### src/rtl/srl_fifo_af.sv
// Shift-register FIFO with registered full/empty/almost-full flags, an occupancy count
// and an optional registered output stage (DOUT_REG=1 adds one entry of capacity).
module srl_fifo_af #(
    parameter int DATA_WIDTH = 1,
    parameter int ADDR_WIDTH = 1,
    parameter int DEPTH      = 2,
    parameter int DOUT_REG   = 0,
    parameter int AF_MARGIN  = 1
) (
    input  logic                  clk,
    input  logic                  reset,
    input  logic                  if_write_ce,
    input  logic                  if_write,
    input  logic [DATA_WIDTH-1:0] if_din,
    output logic                  if_full_n,
    output logic                  almost_full_n,
    input  logic                  if_read_ce,
    input  logic                  if_read,
    output logic                  if_empty_n,
    output logic [DATA_WIDTH-1:0] if_dout,
    output logic [ADDR_WIDTH+1:0] if_num_data_valid
);

    localparam int CAPACITY = DEPTH + ((DOUT_REG != 0) ? 1 : 0);
    localparam logic [ADDR_WIDTH:0]   DEPTH_C = (ADDR_WIDTH+1)'(DEPTH);
    localparam logic [ADDR_WIDTH:0]   SRL_ONE = (ADDR_WIDTH+1)'(1);
    localparam logic [ADDR_WIDTH+1:0] TOT_ONE = (ADDR_WIDTH+2)'(1);

    logic [DATA_WIDTH-1:0] srl_mem [DEPTH];
    logic [ADDR_WIDTH:0]   srl_count, srl_count_next;
    logic [ADDR_WIDTH+1:0] total, total_next;
    logic [ADDR_WIDTH-1:0] head_idx;
    logic [DATA_WIDTH-1:0] head_data;
    logic                  push, pop, srl_push, srl_pop;
    logic                  full_n_q, af_n_q, empty_n_q, empty_n_next;

    assign push     = if_write_ce & if_write & full_n_q;
    assign pop      = if_read_ce & if_read & empty_n_q;
    assign srl_push = push;

    // Newest entry sits at index 0, so the head is the oldest valid slot.
    assign head_idx  = (srl_count == '0) ? '0 : ADDR_WIDTH'(srl_count - SRL_ONE);
    assign head_data = srl_mem[head_idx];

    generate
        if (DOUT_REG != 0) begin : g_oreg
            logic                  ov, ov_next;
            logic [DATA_WIDTH-1:0] oreg;

            // Refill the output register whenever it is empty or being consumed.
            assign srl_pop = (~ov | pop) & (srl_count != '0);

            always_comb begin
                ov_next = ov;
                if (srl_pop)
                    ov_next = 1'b1;
                else if (pop)
                    ov_next = 1'b0;
            end

            always_ff @(posedge clk) begin
                if (reset) begin
                    ov   <= 1'b0;
                    oreg <= '0;
                end else begin
                    ov <= ov_next;
                    if (srl_pop)
                        oreg <= head_data;
                end
            end

            assign empty_n_next = ov_next;
            assign if_dout      = oreg;
        end else begin : g_comb
            assign srl_pop      = pop;
            assign empty_n_next = (total_next != '0);
            assign if_dout      = head_data;
        end
    endgenerate

    always_comb begin
        total_next = total;
        case ({push, pop})
            2'b10:   total_next = total + TOT_ONE;
            2'b01:   total_next = total - TOT_ONE;
            default: total_next = total;
        endcase
        srl_count_next = srl_count;
        case ({srl_push, srl_pop})
            2'b10:   srl_count_next = srl_count + SRL_ONE;
            2'b01:   srl_count_next = srl_count - SRL_ONE;
            default: srl_count_next = srl_count;
        endcase
    end

    always_ff @(posedge clk) begin
        if (!reset && srl_push) begin
            for (int i = DEPTH - 1; i > 0; i--)
                srl_mem[i] <= srl_mem[i-1];
            srl_mem[0] <= if_din;
        end
    end

    always_ff @(posedge clk) begin
        if (reset) begin
            srl_count <= '0;
            total     <= '0;
            full_n_q  <= 1'b1;
            af_n_q    <= 1'b1;
            empty_n_q <= 1'b0;
        end else begin
            srl_count <= srl_count_next;
            total     <= total_next;
            full_n_q  <= (srl_count_next < DEPTH_C);
            af_n_q    <= ((CAPACITY - int'(total_next)) > AF_MARGIN);
            empty_n_q <= empty_n_next;
        end
    end

    assign if_full_n         = full_n_q;
    assign almost_full_n     = af_n_q;
    assign if_empty_n        = empty_n_q;
    assign if_num_data_valid = total;

endmodule

### config.mk
export PLATFORM = sky130hd
export DESIGN_NAME = srl_fifo_af
export DESIGN_NICKNAME = d
export VERILOG_FILES = /design/src/rtl/srl_fifo_af.sv
export SDC_FILE = /design/constraint.sdc
export NUM_CORES = 1
export LEC_CHECK = 0
export ABC_AREA = 1
export BUFFER_PORTS_ARGS = -buffer_cell sky130_fd_sc_hd__buf_4
export CAP_MARGIN = 10
export CELL_PAD_IN_SITES_DETAIL_PLACEMENT = 1
export CELL_PAD_IN_SITES_GLOBAL_PLACEMENT = 2
export CORE_MARGIN = 4
export CORE_UTILIZATION = 31
export CTS_BUF_LIST = sky130_fd_sc_hd__clkbuf_4 sky130_fd_sc_hd__clkbuf_8
export CTS_CLUSTER_DIAMETER = 120
export CTS_CLUSTER_SIZE = 30
export DETAILED_ROUTE_END_ITERATION = 10
export GPL_ROUTABILITY_DRIVEN = 1
export PLACE_DENSITY = 0.82
export SYNTH_ARGS = -nofsm -noshare
export SYNTH_HDL_FRONTEND = slang
export SYNTH_SLANG_ARGS = --single-unit
### constraint.sdc
create_clock -name clk -period 4.1 [get_ports clk]
set_clock_uncertainty 0.1 [all_clocks]
set_input_delay 0.82 -clock clk [delete_from_list [all_inputs] [get_ports clk]]
set_output_delay 0.82 -clock clk [all_outputs]
set_load 0.01 [all_outputs]
Word level (Yosys, flattened, before mapping)
Memory sizes are Yosys's and may differ from the RTL's.
Cells that the tools add are included.

cells by class
  $add $sub $neg = 5
  order comparisons = 2
  equality and inequality tests = 2
  muxes and demuxes = 5
  bitwise gates (word level) = 4
  reductions and logical operators = 4

operator list
  kind                                                 count
  case mux 3 bit (2 select lines)                      1
  bitwise AND 1 bit                                    4
  > comparator 4 x 2 -> 1 bit (second input constant)  1
  case mux 2 bit (2 select lines)                      1
  subtractor 2 x 3 -> 4 bit (first input constant)     1
  adder 3 x 1 -> 3 bit (second input constant)         1
  two-way mux 1 bit                                    3
  nonzero test 3 bit                                   1
  subtractor 3 x 1 -> 3 bit (second input constant)    1
  adder 2 x 1 -> 2 bit (second input constant)         1
  == test 2 x 1 -> 1 bit (second input constant)       1
  == test 2 bit (second input constant)                1
  zero test 2 bit                                      1
  < comparator 2 bit (second input constant)           1
  subtractor 2 x 1 -> 2 bit (second input constant)    1
  logical AND 1 bit                                    1
  zero test 1 bit                                      1

storage, ports and cells
  register bits = 8
  RAM bits = 2
  input port bits = 7
  output and inout port bits = 7
  logic and storage cells = 28
  memories kept = 1

memories
  memory   depth  width  read ports  clocked after memory_dff  write ports  RTL line  RTL
  srl_mem  2      1      2           0                         2            29        logic [DATA_WIDTH-1:0] srl_mem [DEPTH];

Longest topological paths before layout
  depth after elaboration = 6
  mapped depth = 13
  mapped depth without buffers = 13

Worst setup path before layout
OpenSTA, ideal clock, no wires.

  path kind = input-to-reg
  start = input if_write
  end = register empty_n_q (netlist: if_empty_n)
  arrival time = 2.139 ns
  data required time = 3.886 ns
  path slack = 1.747 ns
  stages = 10
  path buffers = 0
  cells stage by stage = inv_1 nor3_1 inv_1 ha_1 xor2_1 ha_1 o21ai_0 a21oi_1 inv_1 nand2_1

on the way
  word-level cells in the longest chain between the ends = 5
  elaborated cells on any way between the ends = 6

ends and longest elaborated chain
  element                                                  RTL line  RTL
  start, declared                                          13        input logic if_write,
  bitwise AND 1 bit (*) (2 in a row)                       37        assign push = if_write_ce & if_write & full_n_q;
  == test 2 x 1 -> 1 bit or == test 2 bit (tied branches)  83        case ({push, pop})
  case mux 3 bit (2 select lines) (*)                      83
  nonzero test 3 bit (*)                                   76        assign empty_n_next = (total_next != '0);
  end signal, assigned                                     116       empty_n_q <= empty_n_next;
  end, declared                                            35        logic full_n_q, af_n_q, empty_n_q, empty_n_next;

Every way passes the cells marked *; elsewhere a longest branch is shown, timed or not.
A chain may end at the register's enable or synchronous reset.

Final worst setup path
Ends and elaborated chain as after synthesis.

==> results by group <==
Run status
  – Outcome: finished clean

Synth
  – Mux contribution to synthesized area: 0.0221
  – Seq cells post-synth: 10
  – Post-Synth Simple-Gate Area: 0.184
  – Synth Area in XOR/XNOR: 0.0344
  – Distinct cells, synth: 14
  – Largest family of logic cells by synthesized area: simple AND/OR/NAND/NOR gates
  – Yosys top cell area share: 0.314
  – Cells after Synth: 65
  – Synth warn: 0
  – Synth area leader: dfxtp_1
  – Seq/Total Area, Yosys: 0.432
  – Mapped Nets: 77
  – Compound-Gate Fraction of Synth Area: 0.0786
  – Mean Syn Cell Area: 7.83 um^2
  – Synth Cell Area: 509 um^2
  – Post-Synth Adder-Cell Area: 0.123
  – Top cells by area, synth: dfxtp_1, inv_1, ha_1

Pwr
  – Logic pwr share: 0.317
  – Power per cell area: 491 nW/um^2
  – Worst vdd ir: 241 uV
  – Sw frac: 0.320
  – Flop pwr share: 0.400
  – Leak: 0.357 nW
  – Clock power share: 0.283
  – Internal power: 0.221 mW
  – P_sw: 0.104 mW
  – Overall power: 0.325 mW

Floorplan
  – Die ar.: 2360 um^2
  – Core area: 1520 um^2
  – Die width: 48.5 um
  – IO Pins: 14
  – Site Rows: 14
  – Initial cell density of the core: 0.334
  – Chip Height: 48.5 um

Route
  – Wire per inst: 11.1 um
  – Post-route ant nets: 0
  – Routed wire length: 1090 um
  – Vias per cell: 4.38
  – DR vias: 429
  – Initial DRC Count: 4
  – DRT Pass-1 Iters: 2
  – DRC Markers: 0

Clocking
  – Resized Gates After CTS: 0
  – Clk pin slew, worst setup/hold paths: 0.07 ns
  – Hold-fix buffers, CTS: 0
  – CTS tree: yes
  – CTS Buf Count: 3
  – Clock Path Buffers: 2
  – Clk Tree Root Cell: clkbuf_4
  – Post-CTS setup buffers: 0
  – CTS sink cnt: 10
  – Max H-tree Level: 1
  – Latest clock arrival within the worst-skew pair: 0.27 ns

Timing
  – Final Setup Violations: 0
  – Pins Over Slew Limit: 0
  – Worst setup margin: 1.80 ns
  – Period utilisation layout: 0.560
  – Least-Margin Pin Slew: 0.240 ns
  – Setup TNS: 0 ns
  – Number of hold violations in the final report: 0
  – Slew HR: 0.838
  – Maximum clock frequency: 435 MHz
  – RSZ-0062 raised after global routing: false
  – Final Critical Period: 2.30 ns

Place
  – Dpl hpwl: 906 um
  – Setup slack after placement: 1.52 ns
  – Placed cell area: 627 um^2
  – GP Congestion: 0.672
  – # port buffers: 13

Global route
  – First-pass GRT wire length: 1900 um
  – GRT Util Overall: 0.102
  – Total gr overflow: 0
  – Antenna violations before repair: 0
  – Number of global-route vias before repair: 466
  – Largest net degree at the start of global routing: 8

Worst setup path
  – CP max FO: 3
  – Crit path required time: 4.17 ns
  – CP endpoint kind: flop
  – Cell mode on critical path: inv_1
  – CP Class: input port to flop
  – Cell Chain, Critical Path: buf_4, inv_1, nor3_1, inv_1, ha_1, xor2_1, ha_1, o21ai_0, a21oi_1, inv_1, nand2_1
  – CP peak stage delay: 0.27 ns
  – Arrival @ worst endpoint: 2.37 ns
  – Worst setup SP type: input port
  – Slowest cell on the critical path: ha_1

Final layout
  – Nets: 95
  – Area Overhead vs Synth: 30.2%
  – Fill cell count: 202
  – Number of diodes: 0
  – Share of layout cells above drive strength 1: 0.220
  – Finished Cell Area: 663 um^2

Run
  – Maxcap violations: 0

Min path
  – Hold crit path type: flop to flop
==> placed cells by master, fill, tap and decap left out, types with 3 or more instances in the layout <==
cell      instances
buf_4            13
clkbuf_4          3
nand2_1          15
nor2_1            3
inv_1            17
a21oi_1           4
ha_1              5
dfxtp_1           8
nand3_1           3
==> cell type report <==
| type | instances | area, um^2 | area share |
|---|---|---|---|
| clock buffer | 4 | 36.3 | 0.0547 |
| inverter | 17 | 63.8 | 0.0962 |
| multi-input combinational | 38 | 225 | 0.340 |
| sequential | 10 | 220 | 0.332 |
| tap | 16 | 20.0 | 0.0302 |
| timing repair buffer | 13 | 97.6 | 0.147 |
==> path summary, 6_finish.rpt <==
kind	start	cells past startpoint	slack (ns)	endpoint
max	if_write	11	1.80	if_empty_n
min	srl_mem[0]	0	0.36	srl_mem[1]
max reg2reg	if_full_n	10	2.14	if_empty_n
min reg2reg	srl_mem[0]	0	0.36	srl_mem[1]
==> stage by stage <==
stage          utilization  hold slack (ns)  instances
6_report             0.435            0.359         98
5_1_grt              0.435            0.387         98
2_1_floorplan            -            0.322         65
3_3_place_gp         0.411            0.342         94
4_1_cts              0.435            0.372         98
3_5_place_dp         0.411            0.352         94
==> metal layers <==
metal | GRT usage | up-vias | share of wire
met4 | 0.0404 | 0 | 0
met3 | 0.0368 | 0 | 0.056
met5 | 0 | - | 0
met2 | 0.148 | 10 | 0.46
li1 | - | 232 | -
met1 | 0.135 | 187 | 0.49
==> cells by family after synthesis <==
group | count (synthesis)
XOR/XNOR | 2
AO/OA/AOI/OAI | 7
AND/OR/NAND/NOR | 23
adder cells (fa/ha/maj) | 5
buffers and inverters | 17
multiplexers | 1
flip-flops | 10
==> power groups by stage <==
stage,clock network [mW],registers [mW],logic [mW]
CTS,0.0949,0.131,0.105
global placement,0,0.133,0.103
finish,0.0921,0.130,0.103
floorplan,0,0.138,0.0538
global route,0.0989,0.134,0.118
detailed placement,0,0.133,0.104
==> cells in the mapped netlist <==
library cell,n
o21ai_0,1
dfxtp_1,8
edfxtp_1,2
nand2_1,15
inv_1,17
or2_0,1
o211ai_1,2
a21oi_1,4
nor3_1,1
nor2_1,3
mux2_2,1
ha_1,5
nand3_1,3
xor2_1,2
==> state kept, by name, indices dropped and copies added, names as in the netlist <==
name / count
if_empty_n: 1
srl_count: 2
srl_mem: 2
almost_full_n: 1
if_full_n: 1
if_num_data_valid: 3
==> critical path, delay by kind of cell <==
kind / cells / cell delay [ns]
adders and majority gates: 2 / 0.49
xor gates and xnor gates: 1 / 0.15
buffers and inverters: 4 / 0.28
AOI/OAI and AO/OA: 2 / 0.34
and+or+nand+nor: 2 / 0.28
(Power assumes the default switching activity.)
